[src/rtl/seg7_display_port.sv]
// ---------------------------------------------------------------------------
// seg7_display_port
//
// Core-writable 32-bit value shown on an 8-digit multiplexed 7-segment
// display. A write lands in a shadow register at once. The value the scanner
// shows ("display") is only refreshed at a frame boundary, so one frame
// never shows nibbles from two different values.
//
// Parameters
//   DIV_WIDTH  scan prescaler width; each digit is held 2^DIV_WIDTH clocks
//              (must be at least 2)
//
// Ports
//   clk         system clock, rising edge
//   reset       synchronous, active-high reset
//   we          write strobe from the core
//   wdata[31:0] value written by the core
//   rd_data     readback of the shadow register
//   AN[7:0]     digit enables, active-low; bit i drives nibble i
//   SEG[6:0]    segments {g,f,e,d,c,b,a}, active-low
//   frame_done  one-cycle pulse the cycle after each frame boundary
//
// Configuration
//   SEG7_LEAD_ZERO_BLANK_EN  when defined, digits above the most significant
//                            non-zero nibble are blanked (digit 0 never is)
// ---------------------------------------------------------------------------
module seg7_display_port #(
    parameter int DIV_WIDTH = 17
) (
    input  logic        clk,
    input  logic        reset,
    input  logic        we,
    input  logic [31:0] wdata,
    output logic [31:0] rd_data,
    output logic [7:0]  AN,
    output logic [6:0]  SEG,
    output logic        frame_done
);

    localparam logic [DIV_WIDTH-1:0] PRESC_MAX = {DIV_WIDTH{1'b1}};
    localparam logic [DIV_WIDTH-1:0] PRESC_ONE = DIV_WIDTH'(1);

    logic [31:0]          shadow_r;
    logic [31:0]          display_r;
    logic                 pending_r;
    logic [DIV_WIDTH-1:0] presc_r;
    logic [2:0]           digit_idx_r;
    logic [7:0]           an_r;
    logic [6:0]           seg_r;
    logic                 frame_done_r;

    logic                 wrap_s;
    logic                 boundary_s;
    logic [3:0]           nibble_s;
    logic [7:0]           an_next_s;
    logic [6:0]           seg_next_s;

    // Hex digit to active-low {g,f,e,d,c,b,a} pattern.
    function automatic logic [6:0] hex_to_seg(input logic [3:0] n);
        logic [6:0] s;
        case (n)
            4'h0:    s = 7'h40;
            4'h1:    s = 7'h79;
            4'h2:    s = 7'h24;
            4'h3:    s = 7'h30;
            4'h4:    s = 7'h19;
            4'h5:    s = 7'h12;
            4'h6:    s = 7'h02;
            4'h7:    s = 7'h78;
            4'h8:    s = 7'h00;
            4'h9:    s = 7'h10;
            4'hA:    s = 7'h08;
            4'hB:    s = 7'h03;
            4'hC:    s = 7'h46;
            4'hD:    s = 7'h21;
            4'hE:    s = 7'h06;
            4'hF:    s = 7'h0E;
            default: s = 7'h7F;
        endcase
        return s;
    endfunction

`ifdef SEG7_LEAD_ZERO_BLANK_EN
    // Index of the most significant non-zero nibble; 0 when the value is 0,
    // which keeps digit 0 lit.
    function automatic logic [2:0] top_nibble(input logic [31:0] v);
        logic [2:0] idx;
        idx = 3'd0;
        for (int i = 0; i < 8; i++) begin
            if (v[i*4 +: 4] != 4'd0) begin
                idx = 3'(i);
            end else begin
                idx = idx;
            end
        end
        return idx;
    endfunction
`endif

    assign wrap_s     = (presc_r == PRESC_MAX);
    assign boundary_s = wrap_s && (digit_idx_r == 3'd7);

    // Decode of the digit currently selected by the scanner.
    always_comb begin
        nibble_s   = display_r[{digit_idx_r, 2'b00} +: 4];
        an_next_s  = ~(8'd1 << digit_idx_r);
        seg_next_s = hex_to_seg(nibble_s);
`ifdef SEG7_LEAD_ZERO_BLANK_EN
        if (digit_idx_r > top_nibble(display_r)) begin
            seg_next_s = 7'h7F;
        end else begin
            seg_next_s = hex_to_seg(nibble_s);
        end
`endif
    end

    // Scan prescaler and digit index.
    always_ff @(posedge clk) begin
        if (reset) begin
            presc_r     <= {DIV_WIDTH{1'b0}};
            digit_idx_r <= 3'd0;
        end else begin
            presc_r <= presc_r + PRESC_ONE;
            if (wrap_s) begin
                digit_idx_r <= digit_idx_r + 3'd1;
            end else begin
                digit_idx_r <= digit_idx_r;
            end
        end
    end

    // Shadow/display handoff. A write in the boundary cycle goes straight
    // through to the display; otherwise a pending shadow value is copied at
    // the boundary, so only the last write of a frame is ever shown.
    always_ff @(posedge clk) begin
        if (reset) begin
            shadow_r  <= 32'd0;
            display_r <= 32'd0;
            pending_r <= 1'b0;
        end else if (boundary_s) begin
            pending_r <= 1'b0;
            if (we) begin
                shadow_r  <= wdata;
                display_r <= wdata;
            end else if (pending_r) begin
                display_r <= shadow_r;
            end else begin
                display_r <= display_r;
            end
        end else if (we) begin
            shadow_r  <= wdata;
            pending_r <= 1'b1;
        end else begin
            pending_r <= pending_r;
        end
    end

    // Registered display drive and frame pulse.
    always_ff @(posedge clk) begin
        if (reset) begin
            an_r         <= 8'hFF;
            seg_r        <= 7'h7F;
            frame_done_r <= 1'b0;
        end else begin
            an_r         <= an_next_s;
            seg_r        <= seg_next_s;
            frame_done_r <= boundary_s;
        end
    end

    assign rd_data    = shadow_r;
    assign AN         = an_r;
    assign SEG        = seg_r;
    assign frame_done = frame_done_r;

endmodule

[config.mk]
export PLATFORM = sky130hd
export DESIGN_NAME = seg7_display_port
export DESIGN_NICKNAME = d
export VERILOG_FILES = /design/src/rtl/seg7_display_port.sv
export SDC_FILE = /design/constraint.sdc
export NUM_CORES = 1
export LEC_CHECK = 0
export CAP_MARGIN = 10
export CORE_UTILIZATION = 35
export CTS_CLUSTER_DIAMETER = 100
export DETAILED_ROUTE_END_ITERATION = 8
export PLACE_DENSITY_LB_ADDON = 0.08
export SYNTH_ARGS = -nofsm -noshare
export SYNTH_HDL_FRONTEND = slang
export SYNTH_SLANG_ARGS = --single-unit
[constraint.sdc]
create_clock -name clk -period 4.6 [get_ports clk]
set_input_delay 1.15 -clock clk [delete_from_list [all_inputs] [get_ports clk]]
set_output_delay 1.15 -clock clk [all_outputs]
set_load 0.005 [all_outputs]
## Word-level counts from Yosys, hierarchy flattened

Memory sizes are Yosys's and may differ from the RTL's. A register that Yosys moved wholly into a read port is not among the register bits.
Index checks and enable logic that the tools add are counted.

- Input port bits: 35
- Memories kept: 1
- Memory bits (read-only): 112
- Word-level logic and storage cells: 21
- Output and inout port bits: 48
- Register bits after elaboration: 94

Memories:

| memory | words | width | rd ports | clocked after memory_dff | wr ports | RTL line | source |
|---|---|---|---|---|---|---|---|
| (no name shown) | 16 | 7 | 1 | 1 | 0 | 61 | `case (n)` |

- Shift operators: 2
- Eq/ne operators: 2
- Add/subtract/negate cells: 2
- Reduce and logical (&&, ||, !) cells: 4
- Muxes and demuxes: 2
- Bitwise gates (word level): 1

Operator list:

| kind | number |
|---|---|
| 32-bit 2-to-1 mux | 2 |
| 32-bit by 6-bit variable part select with 4-bit output | 1 |
| 17-bit by 1-bit adder with 17-bit output, second input constant | 1 |
| 17-bit equality test, second input constant | 1 |
| 8-bit inverter | 1 |
| 1-bit by 3-bit left shift with 8-bit output, first input constant | 1 |
| 3-bit by 1-bit adder with 3-bit output, second input constant | 1 |
| 3-bit equality test, second input constant | 1 |
| 2-bit AND reduction | 1 |
| 2-bit nonzero test | 1 |
| 2-bit OR reduction | 1 |
| 1-bit logical AND | 1 |

## Longest topological paths before layout

Gate-level depths: netlist (run 1).

- Word-level depth: 3
- Mapped depth: 9
- Gate-level depth less buffers: 8

## Worst setup path after synthesis (run 1)

No wires, ideal clock.

- Path type: reg2reg
- Start point: reg digit_idx_r[0]
- End point: reg seg_r[3], in the netlist SEG[3]
- Path slack: 2.192 ns
- Arrival: 2.273 ns
- Library setup time: 0.134 ns
- Data required time: 4.466 ns
- Cell stages (with the launch flop): 9
- Path buffers: 1
- Path through: dfxtp_1 > buf_6 > mux4_2 > mux2i_1 > inv_1 > ha_1 > and3_1 > a2111oi_0 > a31oi_1

- Longest elaborated chain between the ends: 1

RTL lines:

| item | RTL line | source |
|---|---|---|
| start: declaration | 47 | `logic [2:0] digit_idx_r;` |
| start signal: assignment | 125 | `digit_idx_r <= digit_idx_r + 3'd1;` |
| start signal: assignment | 127 | `digit_idx_r <= digit_idx_r;` |
| 32-bit by 6-bit variable part select with 4-bit output | 105 | `nibble_s = display_r[{digit_idx_r, 2'b00} +: 4];` |
| end: declaration | 49 | `logic [6:0] seg_r;` |

No other way between the ends.
A chain may end at the register's enable or synchronous reset.

## Worst setup path in the final report (run 1)

Ends and elaborated chain as after synthesis.

==> summary.md, run 1 <==
| Metric | Value |
|---|---|
| Final count of negative-setup-slack endpoints | `0` |
| Die outline width | `108.6 um` |
| Count of max-cap constraint violations | `0` |
| Number of nets in the finished design | `~510` |
| Insertion delay to the later sink of the worst-skew pair | `between 0.3 and 0.4 ns` |
| Flip-flop and latch count after synthesis | `101` |
| Total leakage power | `0.002022 uW` |
| Total count of hold-check failures in the final report | `0` |
| F_max | `333.5 MHz` |
| Power, Total | `1814 uW` |
| Setup repair after global routing missed its margin | `false` |
| Startpoint of the lowest-slack register-to-register path | `digit_idx_r[0]$_SDFFE_PP0N_` |
| Placed cells | `a little under 600` |
| Reg2reg setup slack | `1.60 ns` |
| Pin count of the biggest net entering global routing | `50` |
| Area Growth Syn to Fin | `30.51%` |
| Type of element launching the critical path | `register` |
| Clock tree sinks | `101` |
| Number of global-route vias before repair | `2843` |
| Initial standard-cell utilization of the core | `between 30% and 40%` |
| Synth cell types | `37` |
| Share of the yosys chip area belonging to registers | `50.83%` |
| Cells resized by post-CTS repair | `0` |
| Fraction of synthesized area in multiplexers | `roughly 15%` |
| Area share of and/or/nand/nor cells after synthesis | `14.00%` |
| Dominant combinational cell family by area after synthesis | `multiplexers` |
| Total length of routed wires | `8380 um` |
| Site Rows | `38` |
| Wire length of the first global-routing pass | `13600 um` |
| Final number of max-transition violations | `0` |
| Number of cells traversed by the worst register-to-register path | `7` |
| Total CTS buffers | `9` |
| Number of buffers on the longest clock path | `2` |
| Status | `completed` |
| Hold-fix buffers at CTS | `0` |
| Kind of capture point of the worst setup path | `register` |
| Total nets after synthesis | `441` |
| Average detailed-routed wire length per instance | `13.74 um` |
| Final Non-Filler Cells | `just over 600` |
| Combined global-route utilization of all metal layers | `15.08%` |
| Level count of the clock H-tree | `3` |
| Syn. warnings | `0` |
| DR vias | `a little under 3000` |
| PortBufs | `82` |
| Antenna Violating Nets Remaining | `0` |
| Vias per Instance | `4.833` |
| Post-CTS Repair Setup Buffers | `0` |
| Endpoint of the most critical register-to-register path | `SEG[3]$_SDFF_PP1_` |
| Category of the most critical setup path | `register to register` |
| Worst vdd ir | `~0.24 mV` |
| Kind of path behind the tightest hold check | `register to register` |
| Crit path max-delay cell type | `sky130_fd_sc_hd__dfxtp_1` |
| Sum of negative setup slack | `0 ns` |
| Avg Cell Area, Syn | `10.12 um^2` |
| Die outline height | `around 110 um` |
| Post-synthesis share of cell area spent on xor and xnor gates | `3.083%` |
| Fraction of layout instances using a drive strength above 1 | `~6.4%` |
| Minimum period implied by the final worst setup slack | `2.999 ns` |
| Post-synthesis instance area | `0.003978 mm^2` |
| Overall die area | `0.01180 mm^2` |
| Count of boundary I/O pins | `83` |
| Max incr delay on CP | `0.78 ns` |
| Number of antenna violations at the first check in global routing | `0` |
| Final Cycle Share | `65.19%` |
| Area share of fa/ha/maj cells after synthesis | `4.089%` |
| Transition time at the pin with the least slew margin | `0.8602 ns` |
| Clock tree from TritonCTS | `done` |
| Buffer type at the clock tree root | `sky130_fd_sc_hd__clkbuf_16` |
| Gate count of the mapped netlist | `between 300 and 400` |
| Worst-case hold slack | `approximately 0.44 ns` |
| Maximum fanout along the worst path | `14` |
| Routability Congestion | `0.8337` |
| Total core area | `0.01094 mm^2` |
| Total grt overflow | `0` |
| Worst setup endpoint | `SEG[3]$_SDFF_PP1_` |
| Data required time of the worst path | `around 4.8 ns` |
| Critical path, cell by cell | `mux4_2 > mux2i_1 > inv_1 > ha_1 > and3_1 > a2111oi_0 > a31oi_1` |
| Fill cell instance count of the final layout | `1059` |
| Cell depth of the worst hold path | `1` |
| Post-route clock skew | `0.008735 ns` |
| Crit path from | `digit_idx_r[0]$_SDFFE_PP0N_` |
| Drt initial violations | `83` |
| Post-DP HPWL | `between 5000 and 6000 um` |
| First-pass iteration count of the detailed router | `4` |
| Total power density per cell area | `349.4 mW/mm^2` |
| Post-placement setup slack | `1.613 ns` |
| Headroom to the max-slew limit | `42.65%` |
| Number of antenna cells inserted | `0` |
| Post-synthesis compound-gate area fraction | `9.405%` |
| Endpoint arrival time on the critical path | `~3.2 ns` |
| Clock-pin slew on the worst setup and hold paths | `0.07 ns` |
| Post-route DRC violation count | `0` |
| PnR worst setup slack | `1.601 ns` |
[metal layers]
layer	part of all wire, %	global-route usage [%]	vias up
li1	-	-	1508
met3	4.2	4.521	7
met4	1.1	5.598	0
met5	0	0	-
met1	47	18.64	1376
met2	48	24.68	57
[kinds of logic after synthesis]
kind of cell	count (synthesis)
xor gates and xnor gates	14
AOI/OAI and AO/OA	51
and+or+nand+nor	132
DFF	101
adders and majority gates	13
muxes	50
buffers and inverters	32
[per-stage QoR]
step / util [%] / instance area (um^2)
global route: 47.47 / 5191
global placement: 44.65 / 4882
finish: 47.47 / 5191
floorplan: - / 3978
detailed placement: 44.65 / 4882
CTS: 47.47 / 5191
[cell type report]
type	count	area, um^2	share of cell area (%)
Inverter	8	30.03	0.5785
Multi-Input combinational cell	260	1822	35.09
Sequential cell	101	2022	38.95
Clock buffer	11	252.7	4.869
Timing Repair Buffer	85	833.3	16.05
Tap cell	140	175.2	3.374
Clock inverter	5	56.30	1.085
[sequential cells by signal (all words and copies together), names as in the netlist]
signal,count
AN,8
SEG,7
digit_idx_r,3
display_r,32
frame_done,1
pending_r,1
presc_r,17
rd_data,32
[layout by cell type, fill, tap and decap left out, types with 3 or more instances in the layout]
cell / Yosys / layout
sky130_fd_sc_hd__dfxtp_1: 101 / 101
sky130_fd_sc_hd__nor2_1: 89 / 88
sky130_fd_sc_hd__clkdlybuf4s50_1: 0 / 80
sky130_fd_sc_hd__mux2i_1: 41 / 41
sky130_fd_sc_hd__a211oi_1: 34 / 34
sky130_fd_sc_hd__nand2_1: 18 / 18
sky130_fd_sc_hd__ha_1: 13 / 13
sky130_fd_sc_hd__xor2_1: 9 / 9
sky130_fd_sc_hd__clkbuf_16: 0 / 9
sky130_fd_sc_hd__inv_1: 8 / 8
sky130_fd_sc_hd__nand3_1: 6 / 6
sky130_fd_sc_hd__nor2b_1: 5 / 5
sky130_fd_sc_hd__xnor2_1: 5 / 5
sky130_fd_sc_hd__and3_1: 4 / 4
sky130_fd_sc_hd__mux4_2: 4 / 4
sky130_fd_sc_hd__nand4_1: 3 / 3
sky130_fd_sc_hd__a21oi_1: 3 / 3
sky130_fd_sc_hd__a31oi_1: 3 / 3
sky130_fd_sc_hd__o21ai_0: 3 / 3
sky130_fd_sc_hd__buf_4: 1 / 3
[cell usage after synthesis (all sizes together)]
cell	instances	area share, %
o211ai	1	0.19
buf	8	1.3
and4	2	0.44
xnor2	5	1.1
or3	2	0.31
nor2b	5	0.79
nor4	1	0.16
o21ai	4	0.50
nor2	89	8.4
nand4	3	0.47
and2	1	0.16
nand2	18	1.7
ha	13	4.1
nor3b	1	0.19
clkbuf	16	1.5
a31oi	3	0.47
dfxtp	101	51
o221ai	1	0.22
mux2	2	0.57
a211oi	34	6.4
o311ai	1	0.22
nand3	6	0.75
mux2i	42	11
a21oi	3	0.38
mux4	6	3.6
a2bb2oi	1	0.38
xor2	9	2.0
a2111oi	2	0.44
a22oi	1	0.19
inv	8	0.75
and3	4	0.63
[report_power, final]
part,switching (uW),leakage [uW],internal [uW]
logic,55.4,0.00105,77.7
clock network,321,0.000152,451
registers,10.9,0.000824,897
[how the worst min path moves through the flow]
stage                          start               endpoint  slack, ns
2_1_floorplan  presc_r[0]$_SDFF_PP0_  presc_r[0]$_SDFF_PP0_       0.41
3_3_place_gp   presc_r[0]$_SDFF_PP0_  presc_r[0]$_SDFF_PP0_       0.43
3_5_place_dp   presc_r[0]$_SDFF_PP0_  presc_r[0]$_SDFF_PP0_       0.43
4_1_cts        presc_r[0]$_SDFF_PP0_  presc_r[0]$_SDFF_PP0_       0.45
5_1_grt        presc_r[0]$_SDFF_PP0_  presc_r[0]$_SDFF_PP0_       0.47
6_report       presc_r[0]$_SDFF_PP0_  presc_r[0]$_SDFF_PP0_       0.44
[worst max-delay path, delay by kind of cell, from the launching register on]
kind / cells / cell delay (ns)
AOI/OAI and AO/OA: 2 / 0.50
buffers and inverters: 1 / 0.16
and+or+nand+nor: 1 / 0.15
DFF: 1 / 0.78
muxes: 2 / 1.00
adders and majority gates: 1 / 0.27
(Power assumes the default switching activity.)
==> run 2, diff against run 1 <==
clock period = 2.91 ns   (was 4.6 ns; I/O delays follow)
==> summary.md, run 2 (synthesis gave the netlist of run 1 again) <==
| Metric | Value |
|---|---|
| Status | `completed (unchanged)` |
| Die outline width | `108.6 um (unchanged)` |
| Drt initial violations | `69 (was 83)` |
| Routability Congestion | `0.7034 (was 0.8337)` |
| Total CTS buffers | `9 (unchanged)` |
| Post-route DRC violation count | `0 (unchanged)` |
| Count of max-cap constraint violations | `0 (unchanged)` |
| Data required time of the worst path | `3.12 ns (was 4.80 ns)` |
| Endpoint arrival time on the critical path | `2.76 ns (was 3.20 ns)` |
| Most common cell after layout, fill and taps aside | `sky130_fd_sc_hd__dfxtp_1 (unchanged)` |
| Share of the core filled with cells | `48.23% (was 47.47%)` |
| Wire length of the first global-routing pass | `13690 um (was 13600 um)` |
| Fill cell instance count of the final layout | `1044 (was 1059)` |
| Overall die area | `0.01180 mm^2 (unchanged)` |
| Total core area | `0.01094 mm^2 (unchanged)` |
| Post-CTS Repair Setup Buffers | `0 (unchanged)` |
| Site Rows | `38 (unchanged)` |
| Reg2reg setup slack | `0.36 ns (was 1.60 ns)` |
| Area Growth Syn to Fin | `32.59% (was 30.51%)` |
| Total count of hold-check failures in the final report | `0 (unchanged)` |
| Total grt overflow | `0 (unchanged)` |
| Type of element launching the critical path | `register (unchanged)` |
| Number of nets in the finished design | `519 (was 513)` |
| Antenna Violating Nets Remaining | `0 (unchanged)` |
| First-pass iteration count of the detailed router | `4 (unchanged)` |
| Vias per Instance | `4.787 (was 4.833)` |
| Post-route clock skew | `0.007056 ns (was 0.008735 ns)` |
| Headroom to the max-slew limit | `59.29% (was 42.65%)` |
| Endpoint of the most critical register-to-register path | `SEG[3]$_SDFF_PP1_ (unchanged)` |
| Insertion delay to the later sink of the worst-skew pair | `0.34 ns (about the same)` |
| Number of buffers on the longest clock path | `2 (unchanged)` |
| Post-DP HPWL | `6025 um (was 5948 um)` |
| Number of global-route vias before repair | `2818 (was 2843)` |
| Number of cells traversed by the worst register-to-register path | `7 (unchanged)` |
| Cells resized by post-CTS repair | `0 (unchanged)` |
| Category of the most critical setup path | `register to register (unchanged)` |
| Worst hold path startpoint | `presc_r[0]$_SDFF_PP0_ (unchanged)` |
| Sum of negative setup slack | `0 ns (unchanged)` |
| Die outline height | `108.6 um (unchanged)` |
| Setup repair after global routing missed its margin | `false (unchanged)` |
| Kind of capture point of the worst setup path | `register (unchanged)` |
| Fraction of layout instances using a drive strength above 1 | `7.368% (was 6.383%)` |
| Clock-pin slew on the worst setup and hold paths | `0.06 ns (was 0.07 ns)` |
| Level count of the clock H-tree | `3 (unchanged)` |
| Minimum period implied by the final worst setup slack | `2.550 ns (was 2.999 ns)` |
| Combined global-route utilization of all metal layers | `15.27% (was 15.08%)` |
| Initial standard-cell utilization of the core | `36.37% (unchanged)` |
| Average detailed-routed wire length per instance | `13.61 um (was 13.74 um)` |
| End point of the worst hold path | `presc_r[0]$_SDFF_PP0_ (unchanged)` |
| Startpoint of the lowest-slack register-to-register path | `digit_idx_r[0]$_SDFFE_PP0N_ (unchanged)` |
| Buffer type at the clock tree root | `sky130_fd_sc_hd__clkbuf_16 (unchanged)` |
| Transition time at the pin with the least slew margin | `0.6107 ns (was 0.8602 ns)` |
| F_max | `392.2 MHz (was 333.5 MHz)` |
| Clock tree sinks | `101 (unchanged)` |
| Total power density per cell area | `561.7 mW/mm^2 (was 349.4 mW/mm^2)` |
| Final count of negative-setup-slack endpoints | `0 (unchanged)` |
| Clock tree from TritonCTS | `done (unchanged)` |
| Pin count of the biggest net entering global routing | `55 (was 50)` |
| Total leakage power | `0.002063 uW (was 0.002022 uW)` |
| Worst vdd ir | `0.3434 mV (was 0.2361 mV)` |
| Count of boundary I/O pins | `83 (unchanged)` |
| Kind of path behind the tightest hold check | `register to register (unchanged)` |
| Total length of routed wires | `8369 um (was 8380 um)` |
| PortBufs | `82 (unchanged)` |
| Final Cycle Share | `87.61% (was 65.19%)` |
| Final number of max-transition violations | `0 (unchanged)` |
| DR vias | `2944 (was 2948)` |
| Cell depth of the worst hold path | `1 (unchanged)` |
| Maximum fanout along the worst path | `6 (was 14)` |
| Number of antenna cells inserted | `0 (unchanged)` |
| Most frequent cells in the layout | `101 x sky130_fd_sc_hd__dfxtp_1, 88 x sky130_fd_sc_hd__nor2_1, 80 x sky130_fd_sc_hd__clkdlybuf4s50_1, 41 x sky130_fd_sc_hd__mux2i_1, 34 x sky130_fd_sc_hd__a211oi_1 (unchanged)` |
| Hold-fix buffers at CTS | `0 (unchanged)` |
| Number of antenna violations at the first check in global routing | `0 (unchanged)` |
| Worst-case hold slack | `0.4472 ns (was 0.4445 ns)` |
[run 2: changes by cell type in the layout (fill, tap and decap cells not counted)]
cell	change
sky130_fd_sc_hd__buf_4	+5
sky130_fd_sc_hd__clkinv_2	-2
sky130_fd_sc_hd__buf_12	+1
sky130_fd_sc_hd__bufinv_16	+1
sky130_fd_sc_hd__clkbuf_8	+1
sky130_fd_sc_hd__inv_6	-1
[run 2: critical path, cell delays in order, from the launching register on]
cell and delay, ns:
sky130_fd_sc_hd__dfxtp_1 0.54, sky130_fd_sc_hd__mux4_2 0.54, sky130_fd_sc_hd__mux2i_1 0.29, sky130_fd_sc_hd__inv_1 0.14
sky130_fd_sc_hd__ha_1 0.27, sky130_fd_sc_hd__and3_1 0.16, sky130_fd_sc_hd__a2111oi_0 0.40, sky130_fd_sc_hd__a31oi_1 0.08
[run 2: power by group]
part	switching (uW)	internal, uW	total [uW]
sequential	16.3	1420	1430
combinational	89.3	124	214
clock	496	819	1310
[run 2: worst max-delay path by stage]
stage	from	endpoint	slack [ns]
floorplan	digit_idx_r[0]$_SDFFE_PP0N_	SEG[3]$_SDFF_PP1_	0.50
global placement	digit_idx_r[0]$_SDFFE_PP0N_	SEG[3]$_SDFF_PP1_	0.32
detailed placement	digit_idx_r[0]$_SDFFE_PP0N_	SEG[0]$_SDFF_PP1_	0.35
CTS	digit_idx_r[0]$_SDFFE_PP0N_	SEG[0]$_SDFF_PP1_	0.33
global route	digit_idx_r[0]$_SDFFE_PP0N_	SEG[3]$_SDFF_PP1_	0.16
finish	digit_idx_r[0]$_SDFFE_PP0N_	SEG[3]$_SDFF_PP1_	0.36
[run 2: cell type report]
type	count	area [um^2]	share of cell area, %
sequential	101	2022	38.34
multi-input combinational	260	1822	34.54
timing repair buffer	91	890.9	16.89
clock buffer	12	266.5	5.053
tap	140	175.2	3.321
clock inverter	3	67.56	1.281
inverter	8	30.03	0.5694
[run 2: metrics by stage]
| step | total power (uW) | std cells | setup slack, ns | area, um^2 |
|---|---|---|---|---|
| after detailed placement | 1683 | 600 | 0.3524 | 4940 |
| after floorplan | 1551 | 393 | 0.5024 | 3978 |
| after global placement | 1684 | 600 | 0.3231 | 4940 |
| after CTS | 3001 | 615 | 0.3299 | 5274 |
| after global routing | 3072 | 615 | 0.1561 | 5274 |
| final | 2963 | 615 | 0.3604 | 5274 |
[run 2: routing by layer]
metal | part of all wire [%] | up-vias | global-route usage, %
met5 | 0 | - | 0
met4 | 1.5 | 0 | 5.888
met3 | 3.8 | 13 | 3.737
met2 | 48 | 55 | 25.72
met1 | 46 | 1358 | 18.68
li1 | - | 1518 | -
